### config.mk
export PLATFORM = sky130hd
export DESIGN_NAME = fp2int_sched
export DESIGN_NICKNAME = d
export VERILOG_FILES = /design/src/rtl/fp2int_pkg.sv /design/src/rtl/fp2int_core.sv /design/src/rtl/fp2int_sched.sv
export SDC_FILE = /design/constraint.sdc
export NUM_CORES = 1
export LEC_CHECK = 0
export CAP_MARGIN = 0
export CORE_AREA = 2 2 130 132
export CTS_CLUSTER_SIZE = 20
export DETAILED_ROUTE_END_ITERATION = 12
export DIE_AREA = 0 0 132 134
export PLACE_DENSITY = 0.83
export SLEW_MARGIN = 20
export SYNTH_ARGS = -nofsm -noshare
export SYNTH_HDL_FRONTEND = slang
export SYNTH_HIERARCHICAL = 1
export SYNTH_SLANG_ARGS = --single-unit
### constraint.sdc
create_clock -name clk -period 5.5 [get_ports clk]
set_input_delay 0.825 -clock clk [delete_from_list [all_inputs] [get_ports clk]]
set_output_delay 0.825 -clock clk [all_outputs]
set_load 0.05 [all_outputs]
### src/rtl/fp2int_pkg.sv
// Shared types and constants for the FP32-to-INT32 conversion scheduler.
package fp2int_pkg;

    typedef enum logic [1:0] {
        IDLE = 2'd0,
        CONV = 2'd1,
        DONE = 2'd2
    } state_t;

    localparam logic [7:0] FP32_BIAS   = 8'd127;
    localparam logic [7:0] INT_EXP_MAX = 8'd158;
    localparam int         FRAC_W      = 23;

    localparam logic [31:0] SAT_POS = 32'h7FFF_FFFF;
    localparam logic [31:0] SAT_NEG = 32'h8000_0000;

endpackage

### src/rtl/fp2int_core.sv
// Combinational FP32 -> INT32 conversion, truncating toward zero.
// Build with FP2INT_SAT_EN for saturating overflow handling and an ovf flag.
module fp2int_core
    import fp2int_pkg::*;
(
    input  logic [31:0] fp,
    output logic [31:0] res
`ifdef FP2INT_SAT_EN
    ,
    output logic        ovf
`endif
);

    // Exponent at which the 24-bit mantissa is already an integer.
    localparam logic [7:0] EXP_INT = FP32_BIAS + 8'(FRAC_W);

    logic              sign;
    logic [7:0]        expo;
    logic [FRAC_W-1:0] frac;
    logic [31:0]       mag;
    logic              over;

    assign sign = fp[31];
    assign expo = fp[30:23];
    assign frac = fp[FRAC_W-1:0];

    always_comb begin
        mag  = '0;
        over = 1'b0;
        if (expo < FP32_BIAS) begin
            mag = '0;
        end else if (expo <= EXP_INT) begin
            mag = {8'd0, 1'b1, frac} >> (EXP_INT - expo);
        end else if (expo < INT_EXP_MAX) begin
            mag = {8'd0, 1'b1, frac} << (expo - EXP_INT);
        end else if (sign && (expo == INT_EXP_MAX) && (frac == '0)) begin
            // -2^31 is representable even though its magnitude is not.
            mag = SAT_NEG;
        end else begin
            over = 1'b1;
        end
    end

`ifdef FP2INT_SAT_EN
    assign ovf = over;

    always_comb begin
        res = sign ? -mag : mag;
        if (over) begin
            if ((expo == 8'hFF) && (frac != '0))
                res = '0;
            else
                res = sign ? SAT_NEG : SAT_POS;
        end
    end
`else
    always_comb begin
        res = sign ? -mag : mag;
        if (over)
            res = SAT_NEG;
    end
`endif

endmodule

### src/rtl/fp2int_sched.sv
// Round-robin scheduler sharing one FP32->INT32 converter among NREQ requesters.
// Optional FP2INT_SAT_EN adds saturation and the out_ovf port.
module fp2int_sched
    import fp2int_pkg::*;
#(
    parameter int NREQ = 4,
    parameter int IDW  = 2
)(
    input  logic              clk,
    input  logic              rst_n,
    input  logic [NREQ-1:0]   req_valid,
    input  logic [NREQ*32-1:0] req_fp,
    output logic [NREQ-1:0]   req_ready,
    output logic              out_valid,
    input  logic              out_ready,
    output logic [31:0]       out_int,
    output logic [IDW-1:0]    out_id,
    output logic              busy
`ifdef FP2INT_SAT_EN
    ,
    output logic              out_ovf
`endif
);

    // Handshakes: a transfer happens on a cycle where valid and ready are both
    // high; valid never depends on ready, and out_valid/out_int/out_id hold
    // until the transfer completes.

    state_t          state, state_next;
    logic [IDW-1:0]  rr_ptr;
    logic [IDW-1:0]  id_q;
    logic [31:0]     op_q;
    logic [31:0]     core_int;
    logic            grant_any;
    logic [IDW-1:0]  grant_idx;
    logic            accept;

`ifdef FP2INT_SAT_EN
    logic core_ovf;

    fp2int_core u_core (
        .fp  (op_q),
        .res (core_int),
        .ovf (core_ovf)
    );
`else
    fp2int_core u_core (
        .fp  (op_q),
        .res (core_int)
    );
`endif

    // Walk downward so the last hit is the nearest set bit at/after rr_ptr.
    always_comb begin
        int c;
        c         = 0;
        grant_any = 1'b0;
        grant_idx = '0;
        for (int k = NREQ - 1; k >= 0; k--) begin
            c = int'(rr_ptr) + k;
            if (c >= NREQ)
                c = c - NREQ;
            if (req_valid[c]) begin
                grant_any = 1'b1;
                grant_idx = IDW'(c);
            end
        end
    end

    assign accept    = grant_any && ((state == IDLE) || ((state == DONE) && out_ready));
    assign req_ready = accept ? (NREQ'(1) << grant_idx) : '0;
    assign out_valid = (state == DONE);
    assign busy      = (state != IDLE);

    always_ff @(posedge clk or negedge rst_n) begin
        if (!rst_n)
            state <= IDLE;
        else
            state <= state_next;
    end

    always_comb begin
        state_next = state;
        case (state)
            IDLE: if (accept) state_next = CONV;
            CONV: state_next = DONE;
            DONE: if (out_ready) state_next = accept ? CONV : IDLE;
            default: state_next = IDLE;
        endcase
    end

    always_ff @(posedge clk or negedge rst_n) begin
        if (!rst_n) begin
            rr_ptr  <= '0;
            id_q    <= '0;
            op_q    <= '0;
            out_int <= '0;
            out_id  <= '0;
`ifdef FP2INT_SAT_EN
            out_ovf <= 1'b0;
`endif
        end else begin
            if (accept) begin
                op_q   <= req_fp[int'(grant_idx)*32 +: 32];
                id_q   <= grant_idx;
                rr_ptr <= (grant_idx == IDW'(NREQ - 1)) ? '0 : grant_idx + 1'b1;
            end
            if (state == CONV) begin
                out_int <= core_int;
                out_id  <= id_q;
`ifdef FP2INT_SAT_EN
                out_ovf <= core_ovf;
`endif
            end
        end
    end

endmodule

After elaboration in Yosys (flattened, before gate mapping). Index checks and enable logic that the tools add are counted.

Add/sub/neg operators: 11. Order comparisons: 11. Equal/unequal tests: 6. Shifts and indexed selects: 4. Muxes and demuxes: 40. Reduce and logical (&&, ||, !) cells: 9.

Operator list (count): $mux 32 (10); $lt 32x4->1 const B (4); $shiftx 128x8->32 (1); $neg 32->32 (1); $shl 24x8->32 (1); $shr 24x8->32 (1); $logic_not 23->1 (1); $mux 1 (17); $mux 2 (7); $sub 3x3->4 const B (3); $ge 3x3->1 const B (3); $bmux 1 s2 (4); $eq 8x8->1 const B (1); $le 8x8->1 const B (1); $lt 8x7->1 const B (1); $lt 8x8->1 const B (1); $sub 8x8->8 const A (1); $sub 8x8->8 const B (1); $add 2x2->3 const B (2); $pmux 2 s3 (1); $eq 2x2->1 const B (2); $logic_and 1x1->1 (4); $mux 4 (1); $shl 1x2->4 const A (1); 11 further kinds (11).

Register bits after elaboration: 72. Output and inout bits: 40. Word-level logic and storage cells: 87.

Logic depth before layout (Yosys ltp).
Depth in word-level cells: 14. Mapped depth: 22.

Hierarchy. Netlist, hierarchy kept.

Modules (own cells, without submodules): fp2int_core (instances 1, cells an instance 625, area an instance 4644.5 µm²); fp2int_sched (instances 1, cells an instance 296, area an instance 3847.4 µm²).

Worst setup path after synthesis. No wires, ideal clock.

Kind: register -> register. Start point: register op_q[23]. End point: register out_int[14]. Library setup time: 0.125 ns. Arrival time: 4.533 ns. Setup slack: 0.843 ns. Stages on the path, launching flop included: 21. Path buffers: 7. Period minus slack after synthesis: 4.657 ns. Cell sequence: dfrtp_1 buf_6 buf_2 inv_1 buf_2 ha_1 buf_2 buf_4 buf_2 mux4_2 and2_0 a2111oi_0 o211ai_1 nand4_1 ha_1 nand3_1 or2_1 buf_2 o41ai_1 mux2i_1 mux2_2.

Word-level cells in the longest chain between the ends: 8.

Ends and longest elaborated chain: start, declared (line fp2int_sched.sv:32) `logic [31:0] op_q;`; start signal, assigned (line fp2int_sched.sv:104) `op_q <= req_fp[int'(grant_idx)*32 +: 32];`; $sub 8x8->8 / $eq 8x8->1 (equally long branches) (line fp2int_core.sv:35, fp2int_core.sv:36); $shl 24x8->32 / $logic_and 1x1->1 (equally long branches) (line fp2int_core.sv:35, fp2int_core.sv:36); $mux 32 / $logic_and 1x1->1 (equally long branches) (line fp2int_core.sv:34, fp2int_core.sv:36); $mux 32 / $mux 1 (equally long branches) (line fp2int_core.sv:32, fp2int_core.sv:36); $mux 32 / $mux 1 (equally long branches) (line fp2int_core.sv:30, fp2int_core.sv:34); $neg 32->32 / $mux 1 (equally long branches) (line fp2int_core.sv:58, fp2int_core.sv:32); $mux 32 / $mux 1 (equally long branches) (line fp2int_core.sv:58, fp2int_core.sv:30); $mux 32 (*) (line fp2int_core.sv:59) `if (over)`; via core_int[14] (line fp2int_sched.sv:33) `logic [31:0] core_int;`; end signal, assigned (line fp2int_sched.sv:109) `out_int <= core_int;`; end, declared (line fp2int_sched.sv:16) `output logic [31:0] out_int,`.

Mark *: on every way through the listed nets, which the timed path passes. The rest lies on a longest branch. A chain may end at the register's enable or synchronous reset.

Worst setup path after layout.
Start point: register op_q[23]. End point: register out_int[19].

Same word-level chain as after synthesis.

==> results.toml <==
[outcome]
outcome = "completed"

[critical_path]
path_delay_family = "compound AO/OA/AOI/OAI gates"
path_max_fanout = 17
worst_path_most_repeated_cell = "mux2_2"
start_kind = "register"
cp.arrival_ns = 5.11
end_kind = "register"
crit_path_max_incr_delay_ns = 0.75
cp_num_buf_inv = 1
slowest_stage = "ha_1"
path_cells = "inv_1 -> ha_1 -> mux2_2 -> mux4_2 -> a21oi_1 -> a221oi_1 -> o311ai_1 -> nand3_1 -> or3b_4 -> o41ai_1 -> xnor2_1 -> mux2_2"
cp_data_required_time_ns = 5.74
crit_type = "reg2reg"

[floorplan]
rows = 47
fp.dieArea_um2 = 17700
core-area_um2 = 16300
initial_core_util_pct = 52.1
die_h_um = 134
boundaryPins = 175
chipWidth_um = 132

[clocking]
root_buffer = "clkbuf_16"
numCtsBuffers = 9
clk_pin_slew_ns = 0.06
htree_levels = 3
cts_resized = 0
cts_tree = "done"
clkSinkCount = 72
cts_setup_buffers = 0
clock_latency_ns = 0.35
hold_buffers = 0
cts_buffer_depth = 2

[grt]
antenna_found_initial = 0
grt_pass1_wl_um = 42500
grt_pass1_vias = 7871
track_usage_pct = 29.9
grt_max_degree = 73
grt_overflow = 0

[timing]
timing.final.crit_share_pct = 88.6
fin_skew_ns = 0.0105
fmax_mhz = 205
hold_violations = 0
timing.setup.tns_ns = 0
setup_viol = 0
rsz0062_at_grt = "false"
slew_violations = 0
fin_crit_ns = 4.87
setup_slack_ns = 0.628
worst_pin_slew_ns = 1.05
relSlewSlack_pct = 30.3

[pwr]
ir_drop_mv = 0.429
power_density_nw_per_um2 = 751
p_total_mw = 7.90
leakage_nw = 4.40

[routing]
drt-pass1-iter-count = 5
vias_per_cell = 6.56
routed-wl-met3_um = 2340
ant_nets = 0
route.detailed.drc = 0
wl_met1_um = 10800
wl_per_cell_um = 20.9
num_vias = 8320
wl_um = 26600
route.met2.wl_um = 12500
top_layer_used = "met4"
drt_iter0_drc = 938

[synth]
synth_enable_flop_cells = 0
ys_ff_latch = 72
synth_cell_types = 88
synthesis.nets = 1066
ys.flop_type = "dfrtp_1"
syn_inst = 921
syn_area_um2 = 8490
async_reset_ff_share_pct = 100
ys_seq_area_share_pct = 21.2
avgSynthCellArea_um2 = 9.22
synth_warnings = 6

[placement]
place_congestion = 0.987
dp_slack_ns = 0.561
place_hpwl_um = 20000
port-buffer-count = 174

[min_path]
hold_path.class = "reg2reg"

[final_layout]
area.growth.synth_to_final_pct = 23.8
nFillCells = 1392
nNetsFinal = 1189
layout-drive-gt1-share_pct = 18.0
n_antenna_cell = 0

[job]
drv_cap = 0
==> cell type report <==
class	instances	area [um^2]	area share, %
multi-input cells	748	6170	58.6
repair buffers	196	1900	18.1
inverters	17	63.8	0.607
well taps	220	275	2.62
clock buffers	10	239	2.27
flip-flops and latches	72	1800	17.1
clock inverters	6	65.1	0.619
==> through the flow <==
stage / area [um^2] / std cells / utilization, % / hold slack, ns
floorplan: 8490 / 921 / - / 0.443
CTS: 10500 / 1269 / 64.6 / 0.501
global route: 10500 / 1269 / 64.6 / 0.513
global placement: 10200 / 1253 / 62.7 / 0.465
detailed placement: 10200 / 1253 / 62.7 / 0.467
finish: 10500 / 1269 / 64.6 / 0.503
==> power by group <==
group,switching (mW),total (mW),internal [mW]
logic,3.55,6.09,2.54
registers,0.429,1.19,0.765
clock network,0.244,0.609,0.365
total,4.23,7.90,3.67
==> state kept, by name, summed over array words and instances, names as in the netlist <==
| name | count |
|---|---|
| out_id | 2 |
| op_q | 32 |
| state | 2 |
| out_int | 32 |
| id_q | 2 |
| rr_ptr | 2 |
==> metal layers <==
| layer | vias up | track usage (%) |
|---|---|---|
| met5 | - | 0 |
| met4 | 0 | 12.0 |
| met3 | 72 | 4.72 |
| met2 | 497 | 48.9 |
| met1 | 3962 | 39.8 |
| li1 | 3789 | - |
==> worst reg2reg max path, cell delays in order (launching register included) <==
cell and delay (ns):
dfrtp_2 0.56, inv_1 0.12, ha_1 0.75, mux2_2 0.42, mux4_2 0.50, a21oi_1 0.16, a221oi_1 0.07, o311ai_1 0.54
nand3_1 0.27, or3b_4 0.56, o41ai_1 0.45, xnor2_1 0.10, mux2_2 0.27
==> layout by cell type (no fill, tap or decap), types with 8 or more instances in the layout <==
cell type	netlist	routed
o221ai_2	27	27
o21ai_0	32	31
o22ai_1	11	11
dfrtp_1	72	71
clkbuf_16	0	9
buf_4	5	23
nand3_1	26	26
o21ai_1	7	8
nor2_1	41	41
o31ai_1	16	16
a211oi_1	12	12
nor4_1	11	11
ha_1	10	10
nor3_1	16	16
nand2b_1	12	11
and2_1	13	13
clkdlybuf4s50_1	0	173
a31oi_1	12	12
mux2i_1	110	110
nand2_1	101	101
mux4_2	27	27
xnor2_1	20	20
a21oi_1	32	32
mux2_2	61	61
inv_1	13	13
o211ai_1	10	10
==> cells by family after synthesis <==
family,Yosys count,synth area share [%]
buf+inv,101,6.42
mux,207,29.6
compound gates,233,22.3
simple gates,269,15.9
flops,72,21.2
fa+ha+maj,10,1.47
xor+xnor,29,3.17
==> synth_stat cells, types with 16 or more instances <==
master    count  share of area (%)
xnor2_1      20                2.1
clkbuf_1     32                1.4
mux2i_1     110                 13
dfrtp_1      72                 21
nor3_1       16               0.94
nand2_1     101                4.5
buf_2        34                2.0
o31ai_1      16                1.4
mux4_2       27                7.2
o21ai_0      32                1.9
nand3_1      26                1.5
nor2_1       41                1.8
a21oi_1      32                1.9
o221ai_2     27                4.8
mux2_2       61                8.1
==> worst paths after layout <==
path	startpoint	end	slack (ns)	depth (start not counted)
min in group asynchronous	rst_n	out_int[15]	0.61	1
hold reg to reg	out_int[26]	out_int[26]	0.50	1
max in group asynchronous	rst_n	op_q[23]	4.23	1
setup / recovery	op_q[23]	out_int[19]	0.63	12
setup reg to reg	op_q[23]	out_int[19]	0.63	12
hold / removal	out_int[26]	out_int[26]	0.50	1
Power figures use the tool's default switching activity.
